--- src/rtl/acc_ctrl_pkg.sv ---
// rtl/acc_ctrl_pkg.sv - shared register map, bit positions and FSM encoding for the accelerator start controller
package acc_ctrl_pkg;

   localparam int CNT_W_DEFAULT = 64;

   localparam logic [2:0] ADDR_CTRL    = 3'd0;
   localparam logic [2:0] ADDR_STATUS  = 3'd1;
   localparam logic [2:0] ADDR_CYC_LO  = 3'd2;
   localparam logic [2:0] ADDR_CYC_HI  = 3'd3;
   localparam logic [2:0] ADDR_TIMEOUT = 3'd4;
   localparam logic [2:0] ADDR_RUNS    = 3'd5;

   localparam int CTRL_GO     = 0;
   localparam int CTRL_IRQ_EN = 1;

   localparam int STAT_BUSY    = 0;
   localparam int STAT_DONE    = 1;
   localparam int STAT_TIMEOUT = 2;
   localparam int STAT_IRQ     = 3;

   typedef enum logic [1:0] {
      IDLE  = 2'd0,
      START = 2'd1,
      WAIT  = 2'd2
   } state_t;

endpackage

--- src/rtl/acc_start_ctrl_if.sv ---
// rtl/acc_start_ctrl_if.sv - memory-mapped register bus between the host bridge and the start controller
interface acc_start_ctrl_if;
   logic [2:0]  avs_address;
   logic        avs_read;
   logic        avs_write;
   logic [31:0] avs_writedata;
   logic [31:0] avs_readdata;

   modport master (
      output avs_address, avs_read, avs_write, avs_writedata,
      input  avs_readdata
   );

   modport slave (
      input  avs_address, avs_read, avs_write, avs_writedata,
      output avs_readdata
   );
endinterface

--- src/rtl/acc_latency_counter.sv ---
// rtl/acc_latency_counter.sv - saturating run-latency counter with a snapshot register
module acc_latency_counter #(
   parameter int CNT_W = 64
) (
   input  logic             clk,
   input  logic             reset,
   input  logic             clear,
   input  logic             enable,
   input  logic             snap,
   output logic [CNT_W-1:0] count,
   output logic [CNT_W-1:0] cycles
);

   // Free-running count for the current run; holds at all-ones instead of wrapping
   always_ff @(posedge clk) begin
      if (reset) begin
         count <= '0;
      end else if (clear) begin
         count <= '0;
      end else if (enable && (count != {CNT_W{1'b1}})) begin
         count <= count + CNT_W'(1);
      end
   end

   // Latency of the most recent completed or timed-out run
   always_ff @(posedge clk) begin
      if (reset) begin
         cycles <= '0;
      end else if (snap) begin
         cycles <= count;
      end
   end

endmodule

--- src/rtl/acc_start_ctrl.sv ---
// rtl/acc_start_ctrl.sv - register-driven start/finish handshake initiator with latency measurement and timeout
module acc_start_ctrl
   import acc_ctrl_pkg::*;
#(
   parameter int          CNT_W           = CNT_W_DEFAULT,
   parameter logic [31:0] DEFAULT_TIMEOUT = 32'd0
) (
   input  logic             clk,
   input  logic             reset,
   acc_start_ctrl_if.slave  avs,
   output logic             o_start,
   input  logic             i_finish,
   output logic             o_busy,
   output logic             o_irq
);

   state_t           state;
   logic             finish_q;
   logic             done_flag;
   logic             to_flag;
   logic             irq_en;
   logic [31:0]      timeout_reg;
   logic [31:0]      shadow;
   logic [31:0]      runs;
   logic [CNT_W-1:0] count;
   logic [CNT_W-1:0] cycles;
   logic [CNT_W-1:0] shadow_ext;
   logic [63:0]      cyc64;

   logic wr_ctrl, wr_status, wr_timeout, go_req;
   logic finish_rise, limit_hit, in_wait;

   assign wr_ctrl     = avs.avs_write && (avs.avs_address == ADDR_CTRL);
   assign wr_status   = avs.avs_write && (avs.avs_address == ADDR_STATUS);
   assign wr_timeout  = avs.avs_write && (avs.avs_address == ADDR_TIMEOUT);
   assign go_req      = wr_ctrl && avs.avs_writedata[CTRL_GO];
   assign finish_rise = i_finish && !finish_q;
   assign shadow_ext  = CNT_W'(shadow);
   assign limit_hit   = (shadow != 32'd0) && (count == shadow_ext);
   assign in_wait     = (state == WAIT);
   assign cyc64       = 64'(cycles);

   acc_latency_counter #(.CNT_W(CNT_W)) u_counter (
      .clk    (clk),
      .reset  (reset),
      .clear  (state == START),
      .enable (in_wait && !finish_rise && !limit_hit),
      .snap   (in_wait && (finish_rise || limit_hit)),
      .count  (count),
      .cycles (cycles)
   );

   // Registered copy of finish for rising-edge detection
   always_ff @(posedge clk) begin
      if (reset) finish_q <= 1'b0;
      else       finish_q <= i_finish;
   end

   // Run sequencing, sticky flags and run counter; hardware flag sets override a same-cycle W1C
   always_ff @(posedge clk) begin
      if (reset) begin
         state     <= IDLE;
         o_start   <= 1'b0;
         o_busy    <= 1'b0;
         done_flag <= 1'b0;
         to_flag   <= 1'b0;
         shadow    <= 32'd0;
         runs      <= 32'd0;
      end else begin
         if (wr_status) begin
            if (avs.avs_writedata[STAT_DONE])    done_flag <= 1'b0;
            if (avs.avs_writedata[STAT_TIMEOUT]) to_flag   <= 1'b0;
         end
         case (state)
            IDLE: begin
               if (go_req) begin
                  state     <= START;
                  o_start   <= 1'b1;
                  o_busy    <= 1'b1;
                  done_flag <= 1'b0;
                  to_flag   <= 1'b0;
                  shadow    <= timeout_reg;
               end
            end
            START: begin
               o_start <= 1'b0;
               state   <= WAIT;
            end
            WAIT: begin
               if (finish_rise) begin
                  done_flag <= 1'b1;
                  runs      <= runs + 32'd1;
                  state     <= IDLE;
                  o_busy    <= 1'b0;
               end else if (limit_hit) begin
                  to_flag <= 1'b1;
                  state   <= IDLE;
                  o_busy  <= 1'b0;
               end
            end
            default: begin
               state   <= IDLE;
               o_start <= 1'b0;
               o_busy  <= 1'b0;
            end
         endcase
      end
   end

   // Host-writable configuration registers
   always_ff @(posedge clk) begin
      if (reset) begin
         irq_en      <= 1'b0;
         timeout_reg <= DEFAULT_TIMEOUT;
      end else begin
         if (wr_ctrl)    irq_en      <= avs.avs_writedata[CTRL_IRQ_EN];
         if (wr_timeout) timeout_reg <= avs.avs_writedata;
      end
   end

   // Level interrupt, one cycle behind the flags
   always_ff @(posedge clk) begin
      if (reset) o_irq <= 1'b0;
      else       o_irq <= irq_en && (done_flag || to_flag);
   end

   // Read mux with one-cycle latency; data holds between reads
   always_ff @(posedge clk) begin
      if (reset) begin
         avs.avs_readdata <= 32'd0;
      end else if (avs.avs_read) begin
         case (avs.avs_address)
            ADDR_CTRL:    avs.avs_readdata <= {30'd0, irq_en, 1'b0};
            ADDR_STATUS:  avs.avs_readdata <= {28'd0, o_irq, to_flag, done_flag, o_busy};
            ADDR_CYC_LO:  avs.avs_readdata <= cyc64[31:0];
            ADDR_CYC_HI:  avs.avs_readdata <= cyc64[63:32];
            ADDR_TIMEOUT: avs.avs_readdata <= timeout_reg;
            ADDR_RUNS:    avs.avs_readdata <= runs;
            default:      avs.avs_readdata <= 32'd0;
         endcase
      end
   end

endmodule

--- src/flat_wrapper.sv ---
// flat-port wrapper written by rule: the top's interface ports become plain ports
module acc_start_ctrl_flat import acc_ctrl_pkg::*;
#(
   parameter int          CNT_W           = CNT_W_DEFAULT,
   parameter logic [31:0] DEFAULT_TIMEOUT = 32'd0
)
  (clk, reset, o_start, i_finish, o_busy, o_irq, avs_avs_address, avs_avs_read, avs_avs_write, avs_avs_writedata, avs_avs_readdata);
  acc_start_ctrl_if avs_i ();
  input  logic clk;
  input  logic reset;
  output logic o_start;
  input  logic i_finish;
  output logic o_busy;
  output logic o_irq;
  input wire logic [$bits(avs_i.avs_address)-1:0] avs_avs_address;
  input wire logic [$bits(avs_i.avs_read)-1:0] avs_avs_read;
  input wire logic [$bits(avs_i.avs_write)-1:0] avs_avs_write;
  input wire logic [$bits(avs_i.avs_writedata)-1:0] avs_avs_writedata;
  output wire logic [$bits(avs_i.avs_readdata)-1:0] avs_avs_readdata;
  assign avs_i.avs_address = avs_avs_address;
  assign avs_i.avs_read = avs_avs_read;
  assign avs_i.avs_write = avs_avs_write;
  assign avs_i.avs_writedata = avs_avs_writedata;
  assign avs_avs_readdata = avs_i.avs_readdata;
  acc_start_ctrl #(.CNT_W(CNT_W), .DEFAULT_TIMEOUT(DEFAULT_TIMEOUT)) u_core (.clk(clk), .reset(reset), .avs(avs_i), .o_start(o_start), .i_finish(i_finish), .o_busy(o_busy), .o_irq(o_irq));
endmodule
--- config.mk ---
export PLATFORM = sky130hd
export DESIGN_NAME = acc_start_ctrl_flat
export DESIGN_NICKNAME = d
export VERILOG_FILES = /design/src/rtl/acc_ctrl_pkg.sv /design/src/rtl/acc_start_ctrl_if.sv /design/src/rtl/acc_latency_counter.sv /design/src/rtl/acc_start_ctrl.sv /design/src/flat_wrapper.sv
export SDC_FILE = /design/constraint.sdc
export NUM_CORES = 1
export LEC_CHECK = 0
export ABC_AREA = 1
export CAP_MARGIN = 20
export CORE_ASPECT_RATIO = 0.8
export CORE_MARGIN = 2
export CORE_UTILIZATION = 50
export DETAILED_ROUTE_END_ITERATION = 12
export GPL_TIMING_DRIVEN = 0
export PLACE_DENSITY = 0.78
export SLEW_MARGIN = 20
export SYNTH_ARGS = -nofsm -noshare
export SYNTH_HDL_FRONTEND = slang
export SYNTH_SLANG_ARGS = --single-unit
--- constraint.sdc ---
create_clock -name clk -period 5.3 [get_ports clk]
set_input_delay 1.06 -clock clk [delete_from_list [all_inputs] [get_ports clk]]
set_output_delay 1.06 -clock clk [all_outputs]
set_load 0.03 [all_outputs]
==> metrics.cfg <==
[setup_path]
arrival_ns = 3.90
reg2reg_depth = 12
r2r_start = u_core.u_counter.count[29]
endpoint_kind = flop
r2r_end = u_core.u_counter.count[33]
crit_type = input port to flop
cp-start-kind = input port
required_ns = 5.79
cp_max_fo = 10
r2r_slack_ns = 2.45

[logic_synthesis]
synth_fa_ha_area_share_pct = 0.181
syn_inst = 2098
yosysWarnings = 0
ys_seq_area_share_pct = 38.4
synth.area.mux_share_pct = 0
synth_nets = 2140
synth_top_area_cell = dfxtp_1
synth_area_per_cell_sq_um = 6.59
netlist.area_leader.share_pct = 38.4
synthXorXnorAreaFrac_pct = 3.61
synth.distinct_cells = 37
syn_area_sq_um = 13800
synth_top_family_by_area = simple AND/OR/NAND/NOR gates
yosys-top-cells-area = dfxtp_1 (38%), nand2_1 (14%), nor2_1 (7.5%)
ys_ff_latch = 265
yosys.area_share.simple_pct = 33.4
synth-compound-area-share_pct = 15.5

[timing]
finalSetupViolations = 0
fin_skew_ns = 0.0219
min_period_ns = 3.41
fin_crit_sh_pct = 64.3
hold_viol_final = 0
setup_ws_ns = 1.89
relSlewSlack_pct = 40.9
grt_setup_unrepaired = false
drv_slew = 0
setup_tns_ns = 0
tightest_slew_ns = 0.886
fmax_mhz = 293

[global_routing]
grtUsageTotal_pct = 36.0
grt_max_degree = 14
first_global_vias = 13505
grt_overflow = 0
grt_pass1_wl_um = 79500
grt_antenna_before_repair = 1

[routing]
wl_per_cell_um = 20.6
wirelength_um = 53200
drt-initial-drc-count = 1761
antenna_left = 0
drc = 0
dr.pass1.iters = 6
num_vias = 15025
via_per_inst = 5.81

[min_path]
holdPathEnd = u_core.avs.avs_readdata[10]
min_from = u_core.avs.avs_readdata[10]
worstHoldPathCells = 2
hold_class = flop to flop

[die]
ios = 75
fp.dieH_um = 153
initial_core_util_pct = 50.8
die_w_um = 190
dieArea_sq_um = 29000
std_cell_rows = 54
coreArea_sq_um = 27200

[power_and_ir_drop]
p_leak_uw = 0.00550
ir_drop_v = 0.000246
power_density_nw_per_um2 = 274

[cts]
clk_latency_ns = 0.57
hold_buffers = 0
cts_tree = built
clockRootBuffer = clkbuf_16
cts_max_level = 1
cts.path.max_buffers = 3
cts.sinks = 265
post_cts_buffers = 0
clkSlewWorstSetupHoldPaths_ns = 0.06
ctsResizeCount = 0
cts-buffers-inserted = 28

[placement]
post-dp-hpwl_um = 42200
gp_congestion = 1.04
numPortBuffers = 73
post-place-ws_ns = 1.49

[finish]
utilization_pct = 58.7
final_layout_size_suffix_gt1_share_pct = 4.41
fin_nets = 2243
reg_top3 = u_core.u_counter.count x64, u_core.u_counter.cycles x64
area_growth_pct = 15.7

[job]
maxCapViolCount = 0

[outcome]
status = completed

through the flow:
step,power (uW),area (sq um),hold WS [ns],instances
2_1_floorplan,2190,13800,0.439,2098
3_3_place_gp,2290,15000,0.452,2535
3_5_place_dp,2300,15000,0.454,2535
4_1_cts,4380,16000,0.464,2585
5_1_grt,4480,16000,0.482,2585
6_report,4390,16000,0.462,2586
layer usage:
metal  up-vias  part of all wire (%)  track usage [%]
met5         -                     0                0
met4         0                   2.3             7.42
met3       100                    13             11.4
met2       819                    40             49.8
met1      6981                    45             54.2
li1       7125                     -                -
layout make-up:
type                    count  area, sq um
plain buffers             112          493
diodes                      1         2.50
clock buffers              39          813
multi-input cells        1522         7280
well taps                 364          455
inverters                 199          747
clock inverters            11          164
flip-flops and latches    265         5310
fillers                  2648        11200
repair buffers             73          731
critical path: stages:
cell and delay (ns):
clkdlybuf4s50_1 0.45, inv_1 0.05, nor2_1 0.23, nand2_1 0.36, clkinv_1 0.39, nand3_1 0.19, nor2_1 0.21, nand2_1 0.15
nor2_1 0.38, nand3_1 0.18, nand2_1 0.10, nand2_1 0.05, nor2_1 0.09
cell usage after synthesis (all sizes together):
library cell / instances
nand2: 545
nor2: 278
dfxtp: 265
a21oi: 216
inv: 198
nand3: 129
nand4: 93
o21ai: 80
clkbuf: 61
buf: 51
xor2: 41
nor3: 30
a22oi: 29
o221ai: 28
o22ai: 18
xnor2: 16
nand3b: 5
nor4: 3
ha: 2
o211ai: 2
a211oi: 1
and2: 1
and3: 1
clkinv: 1
nor3b: 1
o2111ai: 1
o21a: 1
o21bai: 1
placed cells by master (no fill, tap or decap), types with 29 or more instances in the layout:
master / netlist / routed
clkbuf_1: 61 / 66
clkdlybuf4s50_1: 0 / 73
xor2_1: 41 / 41
nand2_1: 533 / 533
a22oi_1: 29 / 29
clkbuf_16: 0 / 29
dfxtp_1: 265 / 265
inv_1: 195 / 195
a21oi_1: 206 / 206
nand3_1: 127 / 127
nand4_1: 93 / 93
o21ai_0: 80 / 80
nor2_1: 276 / 276
nor3_1: 30 / 30
report_power, final:
group,internal [uW],switching (uW),total (uW),leakage (uW)
combinational,71.1,181,252,0.00288
sequential,2010,5.73,2010,0.00214
clock,1260,860,2120,0.000482
total,3340,1050,4390,0.00550
logic make-up (layout without fill, tap and decap cells):
group	Yosys count	in the layout
compound gates	377	377
xor+xnor	57	57
fa+ha+maj	2	2
buf+inv	311	434
flops	265	265
other cells	0	1
simple gates	1086	1086
worst max-delay path by stage:
stage,from,cells past startpoint,endpoint,slack (ns)
floorplan,i_finish,11,u_core.runs[18],2.85
global placement,i_finish,13,u_core.runs[22],1.48
detailed placement,i_finish,13,u_core.runs[22],1.49
CTS,i_finish,13,u_core.runs[22],2.05
global route,i_finish,13,u_core.runs[22],1.79
finish,i_finish,13,u_core.runs[22],1.89
(Power assumes the default switching activity.)
==> edit (same settings) <==
Set the package constant `CNT_W_DEFAULT` to 72 (it was 64).
--- a/src/rtl/acc_ctrl_pkg.sv
+++ b/src/rtl/acc_ctrl_pkg.sv
@@ -1,7 +1,7 @@
 // rtl/acc_ctrl_pkg.sv - shared register map, bit positions and FSM encoding for the accelerator start controller
 package acc_ctrl_pkg;
 
-   localparam int CNT_W_DEFAULT = 64;
+   localparam int CNT_W_DEFAULT = 72;
 
    localparam logic [2:0] ADDR_CTRL    = 3'd0;
    localparam logic [2:0] ADDR_STATUS  = 3'd1;
Function: same outputs for any inputs over 4 cycles, from zero or initial values and one cycle with reset high; that may be too few to reach the edited logic, so the function may still have changed.
==> edit against the original RTL <==
  * Die area grew 3.1%
  * Clock skew shrank 0.0035 ns
  * Area after synthesis up 3.2%
  * Combinational power rose by 3%
  * Sequential cell count up 8
  * Worst setup slack worse by 0.12 ns
  * Total power rose by 0.77%
  * Final area up 2.6%
  * Wire length is 8.6% higher
  * Via count is 6.2% higher
==> edit: results (changes against the original RTL) <==
reg-to-reg startpoint=u_core.u_counter.count[1] (was u_core.u_counter.count[29]); Post-Syn Nets=2256 (was 2140); Hold Startpoint=u_core.avs.avs_readdata[5] (was u_core.avs.avs_readdata[10]); outcome=complete, no violations (unchanged); largest registers=u_core.u_counter.count: 72 flops, u_core.u_counter.cycles: 64 flops (was u_core.u_counter.count: 64 flops, u_core.u_counter.cycles: 64 flops); number of buffers created by CTS=29 (was 28); worst vdd ir=0.3264 mV (was 0.2460 mV); mean post-synth cell area=6.444 um2 (was 6.591 um2); vias in the first global route=14266 (was 13505); capture point of the critical path=u_core.runs[29] (was u_core.runs[22]); clk tree area frac=5.840% (was 6.110%); fraction of area in non-clock buffers=7.586% (was 7.651%); Vias/cell=5.891 (was 5.810); GP Congestion=1.033 (was 1.038); Detailed Route WL=57.73 mm (was 53.17 mm); multi-input gate share of total cell area=45.66% (was 45.54%); register area share after synthesis=38.31% (was 38.36%); core area=28150 um2 (was 27230 um2); post-DP HPWL=46.25 mm (was 42.24 mm); worst-path maximum fanout=8 (was 10); CLK BUF=38 (was 39); nonclk buf count=191 (was 185); gr usage total=38.26% (was 35.99%); Initial DRC Count=2302 (was 1761); pin count of the biggest net entering global routing=15 (was 14); filler instances=2825 (was 2648); register area=5465 um2 (was 5305 um2)
edit: cell types whose count changed after synthesis, moves of 11 or more:
cell	before	now
nand2_1	533	621
nand4_1	93	106
nand3_1	127	99
nor2_1	276	305
o22ai_1	18	34
inv_1	195	206
a21oi_1	206	224
edit: power breakdown:
group / total, mW / internal, mW / switching (mW)
sequential: 2.07 / 2.07 / 0.00557
combinational: 0.260 / 0.0719 / 0.188
clock: 2.09 / 1.21 / 0.882
edit: per-stage QoR:
| step | power [mW] | area (um2) | utilization (%) | setup slack [ns] | hold WS [ns] |
|---|---|---|---|---|---|
| 4_1_cts | 4.426 | 16410 | 58.30 | 1.933 | 0.4673 |
| 5_1_grt | 4.521 | 16410 | 58.30 | 1.659 | 0.4745 |
| 6_report | 4.421 | 16410 | 58.31 | 1.775 | 0.4646 |
| 3_5_place_dp | 2.365 | 15450 | 54.90 | 1.339 | 0.4577 |
| 2_1_floorplan | 2.257 | 14270 | - | 2.808 | 0.4386 |
| 3_3_place_gp | 2.361 | 15450 | 54.90 | 1.405 | 0.4535 |
edit: worst max-delay path, stage by stage:
cell	delay, ns
clkdlybuf4s50_1	0.49
nand2_1	0.14
nor2_2	0.52
inv_1	0.36
nor2_1	0.37
nand4_1	0.30
nor2_1	0.32
nand4_1	0.16
o21ai_0	0.19
a21oi_1	0.07
edit: cell families after synthesis:
group           count (synthesis)  synth area share [%]
simple gates                 1171                 34.19
buf+inv                       328                 9.173
fa+ha+maj                       2                0.1754
xor+xnor                       40                 2.456
compound gates                400                 15.70
flops                         273                 38.31
edit: routing by layer:
layer  share of wire [%]  GRT usage [%]
met5                   0              0
met4                 2.4          8.651
met3                  14          14.57
met2                  38          51.29
met1                  45          57.05
